### src/rtl/melody_pkg.sv
// Shared types and constants for the buzzer score player: note codes, the
// 50 MHz half-period table and the playback state encoding.
package melody_pkg;

  localparam int NOTE_W   = 5;
  localparam int NOTE_MAX = 21;
  localparam logic [NOTE_W-1:0] NOTE_REST = '0;

  typedef enum logic [1:0] {ST_IDLE, ST_PLAY, ST_PAUSE, ST_DONE} state_e;

  // Code 0 is rest; 1..7 low, 8..14 mid, 15..21 high octave (G-major scale from G3).
  localparam int unsigned HALF_PERIOD [0:NOTE_MAX] = '{
    0,
    127552, 113636, 101238, 95556, 85106, 75844, 67568,
    63776,  56818,  50619,  47778, 42553, 37922, 33784,
    31888,  28409,  25310,  23889, 21277, 18961, 16892
  };

  typedef logic [0:127][NOTE_W-1:0] score128_t;

  // Default score: ascending mid scale phrases separated by a rest.
  function automatic score128_t demo_score();
    score128_t s;
    for (int i = 0; i < 128; i++)
      s[i] = (i % 8 == 7) ? NOTE_REST : NOTE_W'(8 + (i % 8) % 7);
    return s;
  endfunction

  localparam score128_t DEFAULT_SCORE = demo_score();

endpackage

### src/rtl/melody_rom.sv
// Synchronous-read score ROM; the score is supplied as a parameter so the
// image travels with the instance rather than with an external file.
module melody_rom import melody_pkg::*; #(
  parameter int ADDR_W = 7,
  parameter logic [0:2**ADDR_W-1][NOTE_W-1:0] SCORE = '0
) (
  input  logic              clk,
  input  logic [ADDR_W-1:0] addr_i,
  output logic [NOTE_W-1:0] code_o
);

  logic [NOTE_W-1:0] code_q;

  always_ff @(posedge clk) code_q <= SCORE[addr_i];

  assign code_o = code_q;

endmodule

### src/rtl/melody_sequencer.sv
// Score player: playback FSM, beat counter and square-wave tone divider
// driving the piezo buzzer and its amplifier enable.
module melody_sequencer import melody_pkg::*; #(
  parameter int BEAT_CYCLES = 25_000_000,
  parameter int GAP_CYCLES  = 1_250_000,
  parameter int SONG_LEN    = 114,
  parameter int ADDR_W      = 7,
  parameter int DIV_W       = 18,
  parameter int unsigned HP_TABLE [0:NOTE_MAX] = HALF_PERIOD,
  parameter logic [0:2**ADDR_W-1][NOTE_W-1:0] SCORE = DEFAULT_SCORE
) (
  input  logic              clk,
  input  logic              rst,
  input  logic              start,
  input  logic              stop,
  input  logic              pause,
  input  logic              loop_en,
  input  logic              gap_en,
  output logic              beep,
  output logic              sd,
  output logic              busy,
  output logic [ADDR_W-1:0] note_idx,
  output logic              beat_tick,
  output logic              done
);

  localparam int BW = $clog2(BEAT_CYCLES + 1);

  state_e            state_q, state_d;
  logic [BW-1:0]     beat_q, beat_d;
  logic [ADDR_W-1:0] idx_q, idx_d;
  logic [DIV_W-1:0]  tone_q, tone_d, hp;
  logic              beep_q, beep_d, sd_q, sd_d;
  logic [NOTE_W-1:0] code;
  logic              adv, beat_end, last_beat, in_gap, active;

  melody_rom #(.ADDR_W(ADDR_W), .SCORE(SCORE)) u_rom (
    .clk    (clk),
    .addr_i (idx_q),
    .code_o (code)
  );

  // A beat only advances in PLAY when no control pulse is pending this cycle.
  assign adv       = (state_q == ST_PLAY) && !stop && !start && !pause;
  assign beat_end  = adv && (beat_q == BW'(BEAT_CYCLES - 1));
  assign last_beat = (idx_q == ADDR_W'(SONG_LEN - 1));

  always_comb begin
    state_d = state_q;
    beat_d  = beat_q;
    idx_d   = idx_q;
    if (stop) begin
      state_d = ST_IDLE;
      beat_d  = '0;
      idx_d   = '0;
    end else if (start) begin
      state_d = ST_PLAY;
      beat_d  = '0;
      idx_d   = '0;
    end else if (pause && state_q == ST_PLAY) begin
      state_d = ST_PAUSE;
    end else if (pause && state_q == ST_PAUSE) begin
      state_d = ST_PLAY;
    end else if (state_q == ST_PLAY) begin
      if (beat_end) begin
        beat_d = '0;
        if (!last_beat)   idx_d   = idx_q + ADDR_W'(1);
        else if (loop_en) idx_d   = '0;
        else              state_d = ST_DONE;
      end else begin
        beat_d = beat_q + BW'(1);
      end
    end
    sd_d = (state_d == ST_PLAY);
  end

  always_comb begin
    hp = '0;
    for (int k = 0; k <= NOTE_MAX; k++)
      if (code == NOTE_W'(k)) hp = DIV_W'(HP_TABLE[k]);
  end

  // Beat count 0 is the ROM-latency cycle: the code still belongs to the old beat.
  assign in_gap = gap_en && (beat_q >= BW'(BEAT_CYCLES - GAP_CYCLES));
  assign active = (state_q == ST_PLAY) && (beat_q != '0) && (hp != '0) && !in_gap;

  always_comb begin
    tone_d = '0;
    beep_d = 1'b0;
    if (active) begin
      if (tone_q == hp - DIV_W'(1)) begin
        beep_d = !beep_q;
      end else begin
        tone_d = tone_q + DIV_W'(1);
        beep_d = beep_q;
      end
    end
  end

  always_ff @(posedge clk) begin
    if (rst) begin
      state_q <= ST_IDLE;
      beat_q  <= '0;
      idx_q   <= '0;
      tone_q  <= '0;
      beep_q  <= 1'b0;
      sd_q    <= 1'b0;
    end else begin
      state_q <= state_d;
      beat_q  <= beat_d;
      idx_q   <= idx_d;
      tone_q  <= tone_d;
      beep_q  <= beep_d;
      sd_q    <= sd_d;
    end
  end

  assign beep      = beep_q && active;
  assign sd        = sd_q;
  assign busy      = (state_q == ST_PLAY) || (state_q == ST_PAUSE);
  assign note_idx  = idx_q;
  assign beat_tick = beat_end;
  assign done      = beat_end && last_beat && !loop_en;

endmodule
### config.mk
export PLATFORM = sky130hd
export DESIGN_NAME = melody_sequencer
export DESIGN_NICKNAME = d
export VERILOG_FILES = /design/src/rtl/melody_pkg.sv /design/src/rtl/melody_rom.sv /design/src/rtl/melody_sequencer.sv
export SDC_FILE = /design/constraint.sdc
export NUM_CORES = 1
export LEC_CHECK = 0
export ABC_AREA = 1
export BUFFER_PORTS_ARGS = -buffer_cell sky130_fd_sc_hd__buf_4
export CAP_MARGIN = 20
export CORE_MARGIN = 1
export CORE_UTILIZATION = 55
export CTS_CLUSTER_SIZE = 8
export DETAILED_ROUTE_END_ITERATION = 10
export PLACE_DENSITY = 0.78
export SLEW_MARGIN = 20
export SYNTH_ARGS = -nofsm -noshare
export SYNTH_HDL_FRONTEND = slang
export SYNTH_SLANG_ARGS = --single-unit
### constraint.sdc
create_clock -name clk -period 6.1 [get_ports clk]
set_input_delay 0.305 -clock clk [delete_from_list [all_inputs] [get_ports clk]]
set_output_delay 0.305 -clock clk [all_outputs]
set_load 0.05 [all_outputs]
==> results of run 1 <==
[logic make-up (layout without fill, tap and decap cells)]
family | Yosys count | in the layout
xor gates and xnor gates | 29 | 29
buffers and inverters | 98 | 124
DFF | 58 | 58
AOI/OAI and AO/OA | 50 | 50
adders and majority gates | 10 | 10
and+or+nand+nor | 375 | 375
[per-layer routing]
metal	track usage, %	share of wire, %	vias up
met5	0	0	-
met4	14.5	4.0	0
met3	5.49	6.3	38
met2	46.8	47	164
met1	33.5	42	1746
li1	-	-	2034
[worst paths after layout]
check | startpoint | end | slack [ns]
setup reg to reg | u_rom.code_o[0]$_DFF_P_ | tone_q[13]$_SDFF_PP0_ | 3.17
hold reg to reg | beat_q[0]$_SDFFE_PP0P_ | beat_q[0]$_SDFFE_PP0P_ | 0.51
hold / removal | rst | beep_q$_SDFFE_PP0N_ | 0.23
setup / recovery | u_rom.code_o[3]$_SDFF_PN1_ | beep | 3.07
[flip-flops by register name, summed over array words and instances, names as in the netlist]
register      cells
beep_q            1
u_rom.code_o      4
sd                1
note_idx          7
beat_q           25
state_q           2
tone_q           18
[layout make-up]
class                           count  area, um2
Clock buffer                        9        124
Clock inverter                      7        101
Fill cell                         628       2500
Inverter                           90        338
Multi-Input combinational cell    464       2290
Sequential cell                    58       1160
Tap cell                           80        100
Timing Repair Buffer               18        135
[worst reg2reg max path, delay by kind of cell (launching register included)]
| kind | cells | cell delay (ns) |
|---|---|---|
| fa+ha+maj | 1 | 0.28 |
| flops | 1 | 0.52 |
| simple gates | 14 | 1.73 |
| buf+inv | 1 | 0.30 |
[layout by cell type (no fill, tap or decap), drive strengths merged, types with 15 or more instances in the layout]
cell and n:
a21oi 23, buf 18, dfxtp 58, inv 89, nand2 164, nand3 60
nand4 23, nor2 98, nor3 15, o21ai 15, xor2 24
[metrics by stage]
step                      area (um2)  hold slack (ns)  power, W
after floorplan                 3840            0.436  0.000399
after global placement          4030            0.479  0.000406
after detailed placement        4030            0.498  0.000407
after CTS                       4250            0.226  0.000805
after global routing            4250            0.248  0.000826
final                           4250            0.235  0.000805
[power by group]
part	leakage (nW)	total, W	switching [W]	internal, W
clock	0.106	0.000407	0.000174	0.000232
combinational	1.22	0.0000184	0.0000121	0.00000627
sequential	0.467	0.000380	0.000000404	0.000379
==> report_table.html, run 1 <==
<table>
<tr><th>Metric</th><th>Value</th></tr>
<tr><th colspan="2">Logic synthesis</th></tr>
<tr><td>Synth area leaders</td><td>dfxtp_1 30%, nand2_1 16%, nor2_1 9.3%</td></tr>
<tr><td>Post-synthesis register bit count</td><td>58</td></tr>
<tr><td>Per-instance average area after synthesis</td><td>6.20 um2</td></tr>
<tr><td>Count of flip-flops with a built-in enable after synthesis</td><td>0</td></tr>
<tr><td>Compound-cell area share of the yosys netlist</td><td>7.35%</td></tr>
<tr><td>Multiplexer share of the synthesized area</td><td>0%</td></tr>
<tr><td>Library cell with the highest instance count after synthesis</td><td>nand2_1</td></tr>
<tr><td>Top cells by instance count after synthesis</td><td>163 x nand2_1, 95 x nor2_1, 88 x inv_1</td></tr>
<tr><td>Share of flip-flops with an asynchronous set or reset after synthesis</td><td>0%</td></tr>
<tr><td>Xor/xnor share of the synthesized area</td><td>6.61%</td></tr>
<tr><td>Post-synth net total</td><td>637</td></tr>
<tr><td>Library cell occupying the most area in the post-synthesis netlist</td><td>dfxtp_1</td></tr>
<tr><td>Largest family of logic cells by synthesized area</td><td>simple AND/OR/NAND/NOR gates</td></tr>
<tr><td>Number of different library cells in the post-synthesis netlist</td><td>32</td></tr>
<tr><td>Basic-gate share of the synthesized area counting and, or, nand and nor cells</td><td>42.5%</td></tr>
<tr><td>Fraction of the yosys area taken by sequential cells</td><td>30.2%</td></tr>
<tr><td>Instance count of the mapped netlist</td><td>620</td></tr>
<tr><td>Syn Std Cell Area</td><td>0.00384 mm2</td></tr>
<tr><td>Total number of yosys warnings</td><td>0</td></tr>
<tr><td>Ys flop type</td><td>dfxtp_1</td></tr>
<tr><td>Share of synthesized cell area in full adder, half adder and majority cells</td><td>3.25%</td></tr>
<tr><td>Top cell type's share of synthesized area</td><td>30.2%</td></tr>
<tr><th colspan="2">Global routing</th></tr>
<tr><td>Maximum number of pins on one net before global-route repair</td><td>19</td></tr>
<tr><td>Remaining global-route overflow</td><td>0</td></tr>
<tr><td>Overall global routing resource usage</td><td>27.7%</td></tr>
<tr><td>Number of antenna violations at the first check in global routing</td><td>0</td></tr>
<tr><td>Number of global-route vias before repair</td><td>3636</td></tr>
<tr><td>Wire length of the first global-routing pass</td><td>16200 um</td></tr>
<tr><th colspan="2">Critical path</th></tr>
<tr><td>Max stage delay cell, worst path</td><td>dfxtp_1</td></tr>
<tr><td>Critical path's largest stage delay</td><td>0.62 ns</td></tr>
<tr><td>CP endpoint kind</td><td>primary output</td></tr>
<tr><td>Count of cells along the worst register-to-register path</td><td>16</td></tr>
<tr><td>Nature of the critical path startpoint</td><td>register</td></tr>
<tr><td>Arrival time reported for the critical path endpoint</td><td>2.73 ns</td></tr>
<tr><td>Logic depth of the worst setup path including buffers</td><td>10</td></tr>
<tr><td>Maximum fanout encountered on the critical timing path</td><td>13</td></tr>
<tr><td>Crit path required time</td><td>5.79 ns</td></tr>
<tr><td>CP dominant cell by count</td><td>nand2_1</td></tr>
<tr><td>Worst path bufs/invs</td><td>1</td></tr>
<tr><td>Cell Chain, Critical Path</td><td>nand2_1 &gt; nor2_1 &gt; nand2_1 &gt; ha_1 &gt; nand3_2 &gt; nand2_1 &gt; a41oi_1 &gt; nand2_1 &gt; nor2_1 &gt; buf_4</td></tr>
<tr><td>WS Path Type</td><td>reg2out</td></tr>
<tr><td>Cell family with the largest share of critical-path delay</td><td>simple AND/OR/NAND/NOR gates</td></tr>
<tr><th colspan="2">Floorplanning</th></tr>
<tr><td>Top-Level Pins</td><td>19</td></tr>
<tr><td>Placement Rows</td><td>30</td></tr>
<tr><td>Die Height</td><td>85.6 um</td></tr>
<tr><td>Core Area</td><td>0.00676 mm2</td></tr>
<tr><td>Area enclosed by the die boundary</td><td>0.00733 mm2</td></tr>
<tr><td>Die X</td><td>85.6 um</td></tr>
<tr><td>Starting density of the core</td><td>56.9%</td></tr>
<tr><th colspan="2">CTS</th></tr>
<tr><td>Number of clock sinks seen by CTS</td><td>58</td></tr>
<tr><td>Number of gates resized after cts</td><td>0</td></tr>
<tr><td>Clock transition at the registers of the reported paths</td><td>0.07 ns</td></tr>
<tr><td>Max Root-Sink Buffers</td><td>2</td></tr>
<tr><td>Number of hold-repair buffers added at the cts stage</td><td>0</td></tr>
<tr><td>Number of buffers added by the clock tree synthesis step</td><td>9</td></tr>
<tr><td>TritonCTS clock tree</td><td>done</td></tr>
<tr><td>H-Tree Level Count</td><td>3</td></tr>
<tr><td>Clk Tree Root Cell</td><td>clkbuf_8</td></tr>
<tr><td>Post-CTS setup repair buffer count</td><td>0</td></tr>
<tr><td>Clock insertion delay at the later pin of the skew report</td><td>0.35 ns</td></tr>
<tr><th colspan="2">Place</th></tr>
<tr><td>Routability congestion estimate</td><td>0.929</td></tr>
<tr><td>Placed cells</td><td>710</td></tr>
<tr><td>Detailed placer's ending HPWL</td><td>7430 um</td></tr>
<tr><td>Number of buffers added on ports</td><td>18</td></tr>
<tr><td>Pre-CTS setup slack</td><td>3.20 ns</td></tr>
<tr><th colspan="2">STA</th></tr>
<tr><td>Relative slew slack</td><td>61.7%</td></tr>
<tr><td>Worst setup margin</td><td>3.07 ns</td></tr>
<tr><td>Total negative slack</td><td>0 ns</td></tr>
<tr><td>Unrepaired setup endpoints after global routing</td><td>false</td></tr>
<tr><td>Final setup violation count</td><td>0</td></tr>
<tr><td>Pins over their slew limit</td><td>0</td></tr>
<tr><td>Top achievable clock speed</td><td>330 MHz</td></tr>
<tr><td>Tcrit/Tclk final</td><td>49.7%</td></tr>
<tr><td>Slew at the pin closest to its max-slew limit</td><td>0.570 ns</td></tr>
<tr><td>Hold violation count in the final report</td><td>0</td></tr>
<tr><td>Worst setup skew after layout</td><td>0.0151 ns</td></tr>
<tr><td>Min cycle time layout</td><td>3.03 ns</td></tr>
<tr><th colspan="2">Power</th></tr>
<tr><td>Power per cell area</td><td>189 mW/mm2</td></tr>
<tr><td>Lkg Pwr</td><td>1.79 nW</td></tr>
<tr><td>Maximum vdd drop</td><td>0.127 mV</td></tr>
<tr><th colspan="2">Finish</th></tr>
<tr><td>Total inserted antenna cells</td><td>0</td></tr>
<tr><td>Post-layout util</td><td>63.0%</td></tr>
<tr><td>Post-route insts no fill</td><td>726</td></tr>
<tr><td>Area growth, synth to finish</td><td>10.6%</td></tr>
<tr><td>Layout net count</td><td>658</td></tr>
<tr><td>Fraction of layout instances using a drive strength above 1</td><td>6.19%</td></tr>
<tr><th colspan="2">Hold path</th></tr>
<tr><td>Number of stages on the worst hold path</td><td>4</td></tr>
<tr><td>Hold Path Class</td><td>in2reg</td></tr>
<tr><th colspan="2">Outcome</th></tr>
<tr><td>Run status</td><td>complete, no violations</td></tr>
<tr><th colspan="2">Routing</th></tr>
<tr><td>Iteration-0 DRC count of the detailed router</td><td>258</td></tr>
<tr><td>Iteration count of the initial detailed-routing pass</td><td>7</td></tr>
<tr><td>Post-route DRC</td><td>0</td></tr>
<tr><td>Drt via density</td><td>5.48</td></tr>
<tr><td>Total wire length</td><td>9620 um</td></tr>
<tr><td>Detail Route Antenna Nets</td><td>0</td></tr>
<tr><td>Detail-routed net length per standard cell</td><td>13.2 um</td></tr>
<tr><td>Via count</td><td>3982</td></tr>
<tr><th colspan="2">Job</th></tr>
<tr><td>Max-cap violation count</td><td>0</td></tr>
</table>
No activity file was read; power rests on OpenSTA's default activity.
==> run 2, diff against run 1 <==
Clock period 6.1 ns to 2.8 ns, I/O delays scaled along.
==> run 2 against run 1 <==
Compared with the run above:
- first-iteration DRC count is 9.7% lower
- sequential power grew 120%
- power rose by 130%
==> report_table.html, run 2 (synthesis gave the netlist of run 1 again) <==
<table>
<tr><th>Metric</th><th>Value</th></tr>
<tr><th colspan="2">Power</th></tr>
<tr><td>Share of power burned in the clock network</td><td>52.9% (+2.4 points)</td></tr>
<tr><td>Net switching component of the power</td><td>0.000406 W (+120%)</td></tr>
<tr><td>Switch share</td><td>22.0% (-1.2 points)</td></tr>
<tr><td>Sequential group share of total power</td><td>44.8% (-2.4 points)</td></tr>
<tr><td>Power Internal</td><td>0.00144 W (+130%)</td></tr>
<tr><td>Power per cell area</td><td>421 mW/mm2 (+120%)</td></tr>
<tr><td>Maximum vdd drop</td><td>0.300 mV (+140%)</td></tr>
<tr><td>Portion of total power attributed to combinational logic</td><td>2.2% (about the same)</td></tr>
<tr><td>Lkg Pwr</td><td>1.85 nW (+3.6%)</td></tr>
<tr><td>Power consumption</td><td>0.00184 W (+130%)</td></tr>
<tr><th colspan="2">Global routing</th></tr>
<tr><td>Overall global routing resource usage</td><td>28.1% (+0.34 points)</td></tr>
<tr><td>Maximum number of pins on one net before global-route repair</td><td>19 (unchanged)</td></tr>
<tr><td>Wire length of the first global-routing pass</td><td>16600 um (+2.5%)</td></tr>
<tr><td>Number of global-route vias before repair</td><td>3700 (+1.8%)</td></tr>
<tr><td>Number of antenna violations at the first check in global routing</td><td>0 (unchanged)</td></tr>
<tr><td>Remaining global-route overflow</td><td>0 (unchanged)</td></tr>
<tr><th colspan="2">STA</th></tr>
<tr><td>Worst setup margin</td><td>0.265 ns (-2.80 ns)</td></tr>
<tr><td>Top achievable clock speed</td><td>394 MHz</td></tr>
<tr><td>Total negative slack</td><td>0 ns (unchanged)</td></tr>
<tr><td>Unrepaired setup endpoints after global routing</td><td>false</td></tr>
<tr><td>Worst setup skew after layout</td><td>0.0127 ns (-0.00240 ns)</td></tr>
<tr><td>Slew at the pin closest to its max-slew limit</td><td>0.559 ns (-0.0108 ns)</td></tr>
<tr><td>Tcrit/Tclk final</td><td>90.5%</td></tr>
<tr><td>Relative slew slack</td><td>62.6% (+0.93 points)</td></tr>
<tr><td>Min cycle time layout</td><td>2.54 ns</td></tr>
<tr><td>Hold violation count in the final report</td><td>0 (unchanged)</td></tr>
<tr><td>Pins over their slew limit</td><td>0 (unchanged)</td></tr>
<tr><td>Final setup violation count</td><td>0 (unchanged)</td></tr>
<tr><th colspan="2">Place</th></tr>
<tr><td>Detailed placer's ending HPWL</td><td>7600 um (+2.3%)</td></tr>
<tr><td>Number of buffers added on ports</td><td>18 (unchanged)</td></tr>
<tr><td>Routability congestion estimate</td><td>0.981 (+5.6%)</td></tr>
<tr><td>Pre-CTS setup slack</td><td>0.195 ns (-3.01 ns)</td></tr>
<tr><td>Placed cells</td><td>719 (+1.3%)</td></tr>
<tr><th colspan="2">Critical path</th></tr>
<tr><td>Worst path bufs/invs</td><td>4 (+3)</td></tr>
<tr><td>Crit path required time</td><td>2.66 ns (-3.13 ns)</td></tr>
<tr><td>Critical path's largest stage delay</td><td>0.41 ns (-0.21 ns)</td></tr>
<tr><td>Nature of the critical path startpoint</td><td>register</td></tr>
<tr><td>Arrival time reported for the critical path endpoint</td><td>2.40 ns (-0.33 ns)</td></tr>
<tr><td>Max stage delay cell, worst path</td><td>nor4_2</td></tr>
<tr><td>CP dominant cell by count</td><td>inv_1</td></tr>
<tr><td>CP endpoint kind</td><td>primary output</td></tr>
<tr><td>Cell Chain, Critical Path</td><td>inv_1 &gt; ha_1 &gt; inv_1 &gt; nor2_2 &gt; nand3_1 &gt; nor4_2 &gt; nand2_1 &gt; inv_1 &gt; buf_4</td></tr>
<tr><td>WS Path Type</td><td>reg2out</td></tr>
<tr><td>Cell family with the largest share of critical-path delay</td><td>simple AND/OR/NAND/NOR gates</td></tr>
<tr><td>Maximum fanout encountered on the critical timing path</td><td>8 (-5)</td></tr>
<tr><th colspan="2">Finish</th></tr>
<tr><td>Fraction of layout instances using a drive strength above 1</td><td>8.37% (+2.2 points)</td></tr>
<tr><td>Most common library cell in the layout ignoring fill and taps</td><td>nand2_1</td></tr>
<tr><td>Area used by multi-input combinational logic</td><td>0.00232 mm2 (+0.98%)</td></tr>
<tr><td>Area growth, synth to finish</td><td>13.9%</td></tr>
<tr><td>Layout net count</td><td>669 (+1.7%)</td></tr>
<tr><td>Most used cells in the layout excluding fill and tap cells</td><td>163 x nand2_1, 95 x nor2_1, 88 x inv_1, 59 x nand3_1, 55 x dfxtp_1</td></tr>
<tr><td>Register bank with the most flops</td><td>beat_q</td></tr>
<tr><td>Total inserted antenna cells</td><td>0 (unchanged)</td></tr>
<tr><td>Number of filler instances in the final layout</td><td>632 (+0.64%)</td></tr>
<tr><td>Post-route insts no fill</td><td>737 (+1.5%)</td></tr>
<tr><td>Sequential cell area</td><td>0.00116 mm2 (+0.32%)</td></tr>
<tr><td>Flip-flop count of the largest register after layout</td><td>25 (unchanged)</td></tr>
<tr><th colspan="2">Routing</th></tr>
<tr><td>Total wire length</td><td>9960 um (+3.6%)</td></tr>
<tr><td>Detail Route Antenna Nets</td><td>0 (unchanged)</td></tr>
<tr><td>Post-route DRC</td><td>0 (unchanged)</td></tr>
<tr><td>Iteration count of the initial detailed-routing pass</td><td>5 (-2)</td></tr>
<tr><td>Via count</td><td>4046 (+1.6%)</td></tr>
<tr><td>Iteration-0 DRC count of the detailed router</td><td>233 (-9.7%)</td></tr>
<tr><td>Drt via density</td><td>5.49 (about the same)</td></tr>
<tr><td>Detail-routed net length per standard cell</td><td>13.5 um (+2.0%)</td></tr>
<tr><th colspan="2">CTS</th></tr>
<tr><td>H-Tree Level Count</td><td>3 (unchanged)</td></tr>
<tr><td>TritonCTS clock tree</td><td>done</td></tr>
<tr><td>Clk Tree Root Cell</td><td>clkbuf_8</td></tr>
<tr><td>Clock transition at the registers of the reported paths</td><td>0.07 ns (about the same)</td></tr>
<tr><td>Number of clock sinks seen by CTS</td><td>58 (unchanged)</td></tr>
<tr><td>Max Root-Sink Buffers</td><td>2 (unchanged)</td></tr>
<tr><td>Clock insertion delay at the later pin of the skew report</td><td>0.34 ns (about the same)</td></tr>
<tr><td>Number of hold-repair buffers added at the cts stage</td><td>0 (unchanged)</td></tr>
<tr><td>Number of buffers added by the clock tree synthesis step</td><td>9 (unchanged)</td></tr>
<tr><th colspan="2">Hold path</th></tr>
<tr><td>Hold Path Class</td><td>in2reg</td></tr>
<tr><th colspan="2">Floorplanning</th></tr>
<tr><td>Starting density of the core</td><td>56.9% (unchanged)</td></tr>
<tr><td>Die Height</td><td>85.6 um (unchanged)</td></tr>
<tr><td>Die X</td><td>85.6 um (unchanged)</td></tr>
<tr><td>Area enclosed by the die boundary</td><td>0.00733 mm2 (unchanged)</td></tr>
<tr><td>Core Area</td><td>0.00676 mm2 (unchanged)</td></tr>
<tr><td>Top-Level Pins</td><td>19 (unchanged)</td></tr>
<tr><td>Placement Rows</td><td>30 (unchanged)</td></tr>
<tr><th colspan="2">Outcome</th></tr>
<tr><td>Run status</td><td>complete, no violations</td></tr>
<tr><th colspan="2">Job</th></tr>
<tr><td>Max-cap violation count</td><td>0 (unchanged)</td></tr>
</table>
[run 2: cell types whose count changed in the layout (fill, tap and decap cells not counted)]
cell | previous run | this run
bufinv_16 | 2 | 3
clkinvlp_4 | 2 | 0
nor4_1 | 6 | 5
clkinv_4 | 2 | 3
nand2_2 | 1 | 0
nor4_2 | 1 | 2
buf_4 | 18 | 28
dfxtp_2 | 0 | 3
dfxtp_1 | 58 | 55
nand2_4 | 0 | 2
[run 2: per-stage QoR]
| step | cell area [um2] | hold WS (ns) | util (%) |
|---|---|---|---|
| global route | 4380 | 0.117 | 64.8 |
| detailed placement | 4100 | 0.444 | 60.7 |
| floorplan | 3850 | 0.303 | - |
| finish | 4380 | 0.0979 | 64.8 |
| CTS | 4350 | 0.0890 | 64.4 |
| global placement | 4100 | 0.445 | 60.7 |
[run 2: final timing paths]
path                              start                       to  slack (ns)  depth (start not counted)
max reg2reg  u_rom.code_o[2]$_SDFF_PN0_    tone_q[12]$_SDFF_PP0_        0.35                         11
min                                 rst    state_q[0]$_SDFF_PP0_         0.1                          4
max               state_q[1]$_SDFF_PP0_                     done        0.26                          9
min reg2reg     beat_q[18]$_SDFFE_PP0P_  beat_q[19]$_SDFFE_PP0P_        0.50                          2
[run 2: power by group through the flow]
stage | combinational, W | clock (W) | sequential, W
6_report | 0.0000411 | 0.000976 | 0.000827
5_1_grt | 0.0000452 | 0.00102 | 0.000827
4_1_cts | 0.0000408 | 0.000983 | 0.000827
3_5_place_dp | 0.0000406 | 0 | 0.000846
3_3_place_gp | 0.0000399 | 0 | 0.000846
2_1_floorplan | 0.0000209 | 0 | 0.000848
[run 2: final cells by class]
class / count / share of cell area (%)
Multi-Input combinational cell: 465 / 52.9
Timing Repair Buffer: 28 / 4.80
Tap cell: 80 / 2.29
Clock buffer: 9 / 2.83
Inverter: 90 / 7.71
Sequential cell: 58 / 26.6
Clock inverter: 7 / 2.86
[run 2: what timing repair did]
item                                    4_1_cts  5_1_grt
endpoints found under the setup margin        0       19
buffers inserted                              0        1
hold endpoints to repair                      0        0
resized for setup                             0        5
[run 2: tightest hold or removal path: stages]
cell and delay, ns:
buf_4 0.10, nor2_1 0.04, nand2_1 0.08, inv_1 0.04
[run 2: metal layers]
| metal | part of all wire (%) | global-route usage (%) | vias up |
|---|---|---|---|
| met1 | 44 | 34.6 | 1816 |
| met2 | 48 | 48.7 | 130 |
| met4 | 3.1 | 11.2 | 0 |
| li1 | - | - | 2071 |
| met3 | 5.5 | 4.81 | 29 |
| met5 | 0 | 0 | - |
